### src/rtl/draw_arb_pkg.sv
// Shared types and defaults for the screen-drawer arbiter.
// Optional erase pass is controlled by the DRAW_ARB_ERASE_EN macro in draw_arbiter.
package draw_arb_pkg;

   localparam int CW_DEF   = 9;
   localparam int COLW_DEF = 3;
   localparam logic [COLW_DEF-1:0] BG_COLOR_DEF = 3'b000;

   typedef enum logic [2:0] {
      S_IDLE       = 3'd0,
      S_ERASE_REQ  = 3'd1,
      S_ERASE_WAIT = 3'd2,
      S_DRAW_REQ   = 3'd3,
      S_DRAW_WAIT  = 3'd4,
      S_ACK        = 3'd5
   } state_e;

   // Rectangle as handed to the fill engine; fields are CW_DEF wide.
   typedef struct packed {
      logic [CW_DEF-1:0] x;
      logic [CW_DEF-1:0] y;
      logic [CW_DEF-1:0] w;
      logic [CW_DEF-1:0] h;
   } rect_t;

endpackage

### src/rtl/draw_arbiter_rr_picker.sv
// Round-robin first-one search with wrap: scans ptr_i, ptr_i+1, ... mod N.
// Purely combinational so other overlay arbiters can reuse it.
module rr_picker #(
   parameter int N  = 3,
   parameter int IW = (N > 1) ? $clog2(N) : 1
) (
   input  logic [N-1:0]  req_i,
   input  logic [IW-1:0] ptr_i,
   output logic [N-1:0]  gnt_o,
   output logic [IW-1:0] idx_o,
   output logic          any_o
);

   // First asserted request at or after the pointer, wrapping around
   always_comb begin
      int j;
      gnt_o = '0;
      idx_o = '0;
      any_o = 1'b0;
      j     = 0;
      for (int k = 0; k < N; k++) begin
         j = (int'(ptr_i) + k) % N;
         if (!any_o && req_i[j]) begin
            any_o    = 1'b1;
            gnt_o[j] = 1'b1;
            idx_o    = IW'(j);
         end
      end
   end

endmodule

### src/rtl/draw_arbiter.sv
// Shares one rectangle fill engine between NUM_REQ location processors.
// Each grant optionally erases the requester's previous rectangle in BG_COLOR
// (macro DRAW_ARB_ERASE_EN), then draws the new one and pulses req_ready.
module draw_arbiter
   import draw_arb_pkg::*;
#(
   parameter int NUM_REQ = 3,
   parameter int CW      = CW_DEF,
   parameter int COLW    = COLW_DEF,
   parameter logic [COLW-1:0] BG_COLOR = BG_COLOR_DEF
) (
   input  logic                    clock,
   input  logic                    reset,
   input  logic [NUM_REQ-1:0]      req_valid,
   input  logic [NUM_REQ*CW-1:0]   req_x,
   input  logic [NUM_REQ*CW-1:0]   req_y,
   input  logic [NUM_REQ*CW-1:0]   req_w,
   input  logic [NUM_REQ*CW-1:0]   req_h,
   input  logic [NUM_REQ*COLW-1:0] req_color,
   output logic [NUM_REQ-1:0]      req_ready,
   output logic                    d_valid,
   input  logic                    d_ready,
   output logic [CW-1:0]           d_x,
   output logic [CW-1:0]           d_y,
   output logic [CW-1:0]           d_w,
   output logic [CW-1:0]           d_h,
   output logic [COLW-1:0]         d_color,
   input  logic                    d_done,
   output logic                    busy,
   output logic [NUM_REQ-1:0]      grant
);

   localparam int IW = (NUM_REQ > 1) ? $clog2(NUM_REQ) : 1;

   state_e               state_q, state_d;
   logic [IW-1:0]        ptr_q, ptr_d, gidx_q, gidx_d;
   logic [NUM_REQ-1:0]   grant_q, grant_d, rdy_q, rdy_d;
   logic                 dval_q, dval_d;
   rect_t                cmd_q, cmd_d, snap_q, snap_d, pick_rect;
   logic [COLW-1:0]      dcol_q, dcol_d, scol_q, scol_d, pick_col;
   logic [NUM_REQ-1:0]   pick_gnt;
   logic [IW-1:0]        pick_idx;
   logic                 pick_any;
`ifdef DRAW_ARB_ERASE_EN
   rect_t                last_q [NUM_REQ];
   logic [NUM_REQ-1:0]   lv_q, lv_d;
   logic                 last_we;
`endif

   rr_picker #(.N(NUM_REQ), .IW(IW)) u_pick (
      .req_i (req_valid),
      .ptr_i (ptr_q),
      .gnt_o (pick_gnt),
      .idx_o (pick_idx),
      .any_o (pick_any)
   );

   // Slice the candidate requester's rectangle and colour out of the packed buses
   always_comb begin
      pick_rect.x = req_x[pick_idx*CW +: CW];
      pick_rect.y = req_y[pick_idx*CW +: CW];
      pick_rect.w = req_w[pick_idx*CW +: CW];
      pick_rect.h = req_h[pick_idx*CW +: CW];
      pick_col    = req_color[pick_idx*COLW +: COLW];
   end

   // Transaction sequencing: arbitrate, (erase), draw, acknowledge
   always_comb begin
      state_d = state_q;
      ptr_d   = ptr_q;
      gidx_d  = gidx_q;
      grant_d = grant_q;
      rdy_d   = '0;
      dval_d  = dval_q;
      cmd_d   = cmd_q;
      dcol_d  = dcol_q;
      snap_d  = snap_q;
      scol_d  = scol_q;
`ifdef DRAW_ARB_ERASE_EN
      lv_d    = lv_q;
      last_we = 1'b0;
`endif
      case (state_q)
         S_IDLE: begin
            if (pick_any) begin
               gidx_d  = pick_idx;
               grant_d = pick_gnt;
               snap_d  = pick_rect;
               scol_d  = pick_col;
               dval_d  = 1'b1;
`ifdef DRAW_ARB_ERASE_EN
               if (lv_q[pick_idx]) begin
                  cmd_d   = last_q[pick_idx];
                  dcol_d  = BG_COLOR;
                  state_d = S_ERASE_REQ;
               end else
`endif
               begin
                  cmd_d   = pick_rect;
                  dcol_d  = pick_col;
                  state_d = S_DRAW_REQ;
               end
            end
         end
`ifdef DRAW_ARB_ERASE_EN
         S_ERASE_REQ: begin
            if (d_ready) begin
               dval_d  = 1'b0;
               state_d = S_ERASE_WAIT;
            end
         end
         S_ERASE_WAIT: begin
            if (d_done) begin
               cmd_d   = snap_q;
               dcol_d  = scol_q;
               dval_d  = 1'b1;
               state_d = S_DRAW_REQ;
            end
         end
`endif
         S_DRAW_REQ: begin
            if (d_ready) begin
               dval_d  = 1'b0;
               state_d = S_DRAW_WAIT;
            end
         end
         S_DRAW_WAIT: begin
            if (d_done) begin
               rdy_d   = grant_q;
               state_d = S_ACK;
`ifdef DRAW_ARB_ERASE_EN
               lv_d[gidx_q] = 1'b1;
               last_we      = 1'b1;
`endif
            end
         end
         S_ACK: begin
            ptr_d   = (gidx_q == IW'(NUM_REQ-1)) ? '0 : gidx_q + 1'b1;
            grant_d = '0;
            state_d = S_IDLE;
         end
         default: state_d = S_IDLE;
      endcase
   end

   // Control and command registers; reset abandons any in-flight fill
   always_ff @(posedge clock) begin
      if (reset) begin
         state_q <= S_IDLE;
         ptr_q   <= '0;
         gidx_q  <= '0;
         grant_q <= '0;
         rdy_q   <= '0;
         dval_q  <= 1'b0;
         cmd_q   <= '0;
         dcol_q  <= '0;
`ifdef DRAW_ARB_ERASE_EN
         lv_q    <= '0;
`endif
      end else begin
         state_q <= state_d;
         ptr_q   <= ptr_d;
         gidx_q  <= gidx_d;
         grant_q <= grant_d;
         rdy_q   <= rdy_d;
         dval_q  <= dval_d;
         cmd_q   <= cmd_d;
         dcol_q  <= dcol_d;
`ifdef DRAW_ARB_ERASE_EN
         lv_q    <= lv_d;
`endif
      end
   end

   // Snapshot of the granted request, held for the whole transaction
   always_ff @(posedge clock) begin
      snap_q <= snap_d;
      scol_q <= scol_d;
   end

`ifdef DRAW_ARB_ERASE_EN
   // Remember each requester's last drawn rectangle for the next erase
   always_ff @(posedge clock) begin
      if (last_we) last_q[gidx_q] <= snap_q;
   end
`endif

   assign req_ready = rdy_q;
   assign grant     = grant_q;
   assign busy      = (state_q != S_IDLE);
   assign d_valid   = dval_q;
   assign d_x       = cmd_q.x;
   assign d_y       = cmd_q.y;
   assign d_w       = cmd_q.w;
   assign d_h       = cmd_q.h;
   assign d_color   = dcol_q;

endmodule

### config.mk
export PLATFORM = sky130hd
export DESIGN_NAME = draw_arbiter
export DESIGN_NICKNAME = d
export VERILOG_FILES = /design/src/rtl/draw_arb_pkg.sv /design/src/rtl/draw_arbiter_rr_picker.sv /design/src/rtl/draw_arbiter.sv
export SDC_FILE = /design/constraint.sdc
export NUM_CORES = 1
export LEC_CHECK = 0
export ABC_AREA = 1
export BUFFER_PORTS_ARGS = -buffer_cell sky130_fd_sc_hd__buf_2
export CORE_MARGIN = 3
export CORE_UTILIZATION = 28
export CTS_CLUSTER_DIAMETER = 150
export DETAILED_ROUTE_END_ITERATION = 16
export GPL_TIMING_DRIVEN = 0
export SETUP_SLACK_MARGIN = 0.05
export SLEW_MARGIN = 25
export SYNTH_ARGS = -nofsm -noshare
export SYNTH_HDL_FRONTEND = slang
export SYNTH_SLANG_ARGS = --single-unit
### constraint.sdc
create_clock -name clock -period 5 [get_ports clock]
set_input_delay 0.75 -clock clock [delete_from_list [all_inputs] [get_ports clock]]
set_output_delay 0.75 -clock clock [all_outputs]
set_load 0.01 [all_outputs]
==> results.yml <==
routing:
  drtIter0Drc: 243
  vias: 4093
  drc_errors: 0
  vias_per_cell: 4.32
  ant_nets: 0
  drtPass1Iterations: 4
  wirelength_mm: 11.7
  wl_per_cell_um: 12.3
logic_synthesis:
  avgSynthCellArea_um2: 5.89
  synth_async_sr_flop_share: 0
  ys_seq_area_frac: 0.299
  synth_cell_types: 26
  synth_area_um2: 3550
  synth_nets: 731
  synth_edf_count: 0
  synth_ff_type: "dfxtp_1"
  ys_ff_latch: 53
  synthCells: 603
  yosys_warnings: 0
critical_path:
  path_cells: "inv_1 > ha_1 > inv_2 > nand2_1 > nand3_1 > nand2_2 > nand3_1 > nand2_1 > inv_2 > clkbuf_1 > nor2_1 > nor2_1 > a21oi_1"
  crit_end: "d_x[7]"
  cp.depth: 13
  start_kind: "flop"
  crit_fanout: 10
  arrival_ns: 2.63
  crit_required_ns: 5.14
  rr_startpoint: "ptr_q[0]"
  cp_slowest_cell: "clkbuf_1"
  slowest_delay_ns: 0.43
  end_kind: "flop"
  rrSetupSlack_ns: 2.51
  crit_type: "flop to flop"
  reg2reg_depth: 13
  crit_family: "buffers and inverters"
  worst-path-buf-inv: 4
  cp-startpoint: "ptr_q[0]"
  rr_endpoint: "d_x[7]"
sta:
  period_share: 0.497
  fmax_mhz: 402
  slew_headroom: 0.619
  hold_viol: 0
  setup_violations: 0
  setup_ws_ns: 2.51
  fin_skew_ns: 0.00589
  tightest_slew_ns: 0.571
  rsz0062_at_grt: "no"
  post-route-min-period_ns: 2.49
  drv_slew: 0
  finalSetupTns_ns: 0
final_layout:
  layout_common_cells: "175 x buf_2, 128 x inv_1, 111 x nor2_1"
  num_antenna_cells: 0
  area_growth_pct: 33.7
  layout_commonest_cell: "buf_2"
  drive_gt1_frac: 0.268
  n_fill_cell: 1442
  nNetsFinal: 907
clock_network:
  cts_root_buf: "clkbuf_16"
  clk_path_buf_depth: 2
  cts_tree: "built"
  ctsHtreeMaxLevel: 2
  cts_hold_buf: 0
  clkLatencyLatePin_ns: 0.29
  cts_resized: 0
  clk_pin_slew_ns: 0.07
  clock-sinks: 53
  cts_setup_buffers: 0
  cts_buffers: 5
global_routing:
  grt_max_degree: 15
  grt_remaining_overflow: 0
  track_usage: 0.164
  grt_pass1_vias: 3905
  antenna_found_initial: 0
  grt_pass1_wl_mm: 19.1
run_status:
  status: "finished clean"
min_path:
  hp-class: "flop to flop"
floorplanning:
  ios: 171
  start_util: 0.291
  fp.coreArea_um2: 12200
  die_x_um: 119
  die_height_um: 119
  dieArea_um2: 14100
  row_count: 40
pwr:
  powerDensity_nw_per_um2: 302
  p_leak_uw: 0.00255
  irDropWorstVdd_v: 0.000150
job:
  max-cap-violations: 0
placed_design:
  dp_hpwl_mm: 9.07
  dp_slack_ns: 2.44
  port_buffers: 169
  finalWeightedCongestion: 0.838
[sequential cells by signal, indices dropped and copies added (netlist names), 3 cells and up]
register,count
d_h,9
d_w,9
d_x,9
d_y,9
d_color,3
grant,3
req_ready,3
state_q,3
[cell type report]
type	count	area, µm²	area share
Clock buffer	7	143	0.0300
Multi-Input combinational cell	386	1790	0.376
Timing Repair Buffer	169	846	0.178
Inverter	132	495	0.104
Tap cell	168	210	0.0442
Sequential cell	53	1060	0.223
Buffer	32	210	0.0442
[metrics by stage]
| step | total power [µW] | util | hold WS [ns] | std cells | instance area, µm² |
|---|---|---|---|---|---|
| after global placement | 1100 | 0.377 | 0.438 | 940 | 4610 |
| after floorplan | 890 | - | 0.449 | 603 | 3550 |
| final | 1430 | 0.389 | 0.446 | 947 | 4750 |
| after detailed placement | 1110 | 0.377 | 0.439 | 940 | 4610 |
| after global routing | 1550 | 0.389 | 0.464 | 947 | 4750 |
| after CTS | 1460 | 0.389 | 0.451 | 947 | 4750 |
[logic make-up after synthesis]
family | after synthesis | synth area share
simple gates | 312 | 0.386
buf+inv | 164 | 0.199
compound gates | 70 | 0.103
flops | 53 | 0.299
fa+ha+maj | 4 | 0.0141
[metal layers]
layer	up-vias	share of wire	global-route usage
met4	0	0.0060	0.0261
met5	-	0	0
li1	2185	-	-
met1	1780	0.47	0.221
met2	124	0.46	0.276
met3	4	0.063	0.0321
[cell usage after synthesis, types with 2 or more instances]
cell      number  area [µm²]
nor2_1       111         417
nand3_1       82         410
inv_1        128         480
nand2_2        5        31.3
nand4_1        2        12.5
a211oi_1       2        15.0
buf_4          2        15.0
ha_1           4        50.1
inv_2          4        15.0
nand3b_1       6        45.0
a21oi_1       53         265
nand3_2        4        40.0
clkbuf_1      14        52.6
nand2_1       98         368
buf_2          6        30.0
buf_6         10         113
o21ai_0       11        55.1
dfxtp_1       53        1060
[report_power, final]
part,internal (µW),switching (µW),total [µW]
Clock,197,148,345
Combinational,222,342,564
Sequential,490,34.1,525
[worst reg2reg max path, stage by stage, from the launching register on]
cell and delay (ns):
dfxtp_1 0.36, inv_1 0.08, ha_1 0.41, inv_2 0.12
nand2_1 0.08, nand3_1 0.09, nand2_2 0.09, nand3_1 0.15
nand2_1 0.09, inv_2 0.19, clkbuf_1 0.43, nor2_1 0.08
nor2_1 0.11, a21oi_1 0.07
[worst min-delay path by stage]
stage               startpoint      endpoint  slack (ns)  depth (start not counted)
finish                grant[2]  req_ready[2]        0.45                          2
global route          grant[1]  req_ready[1]        0.46                          2
CTS                   grant[1]  req_ready[1]        0.45                          2
detailed placement    grant[1]  req_ready[1]        0.44                          2
global placement      grant[2]  req_ready[2]        0.44                          2
floorplan            gidx_q[1]     gidx_q[1]        0.45                          2
Power figures use the tool's default switching activity.
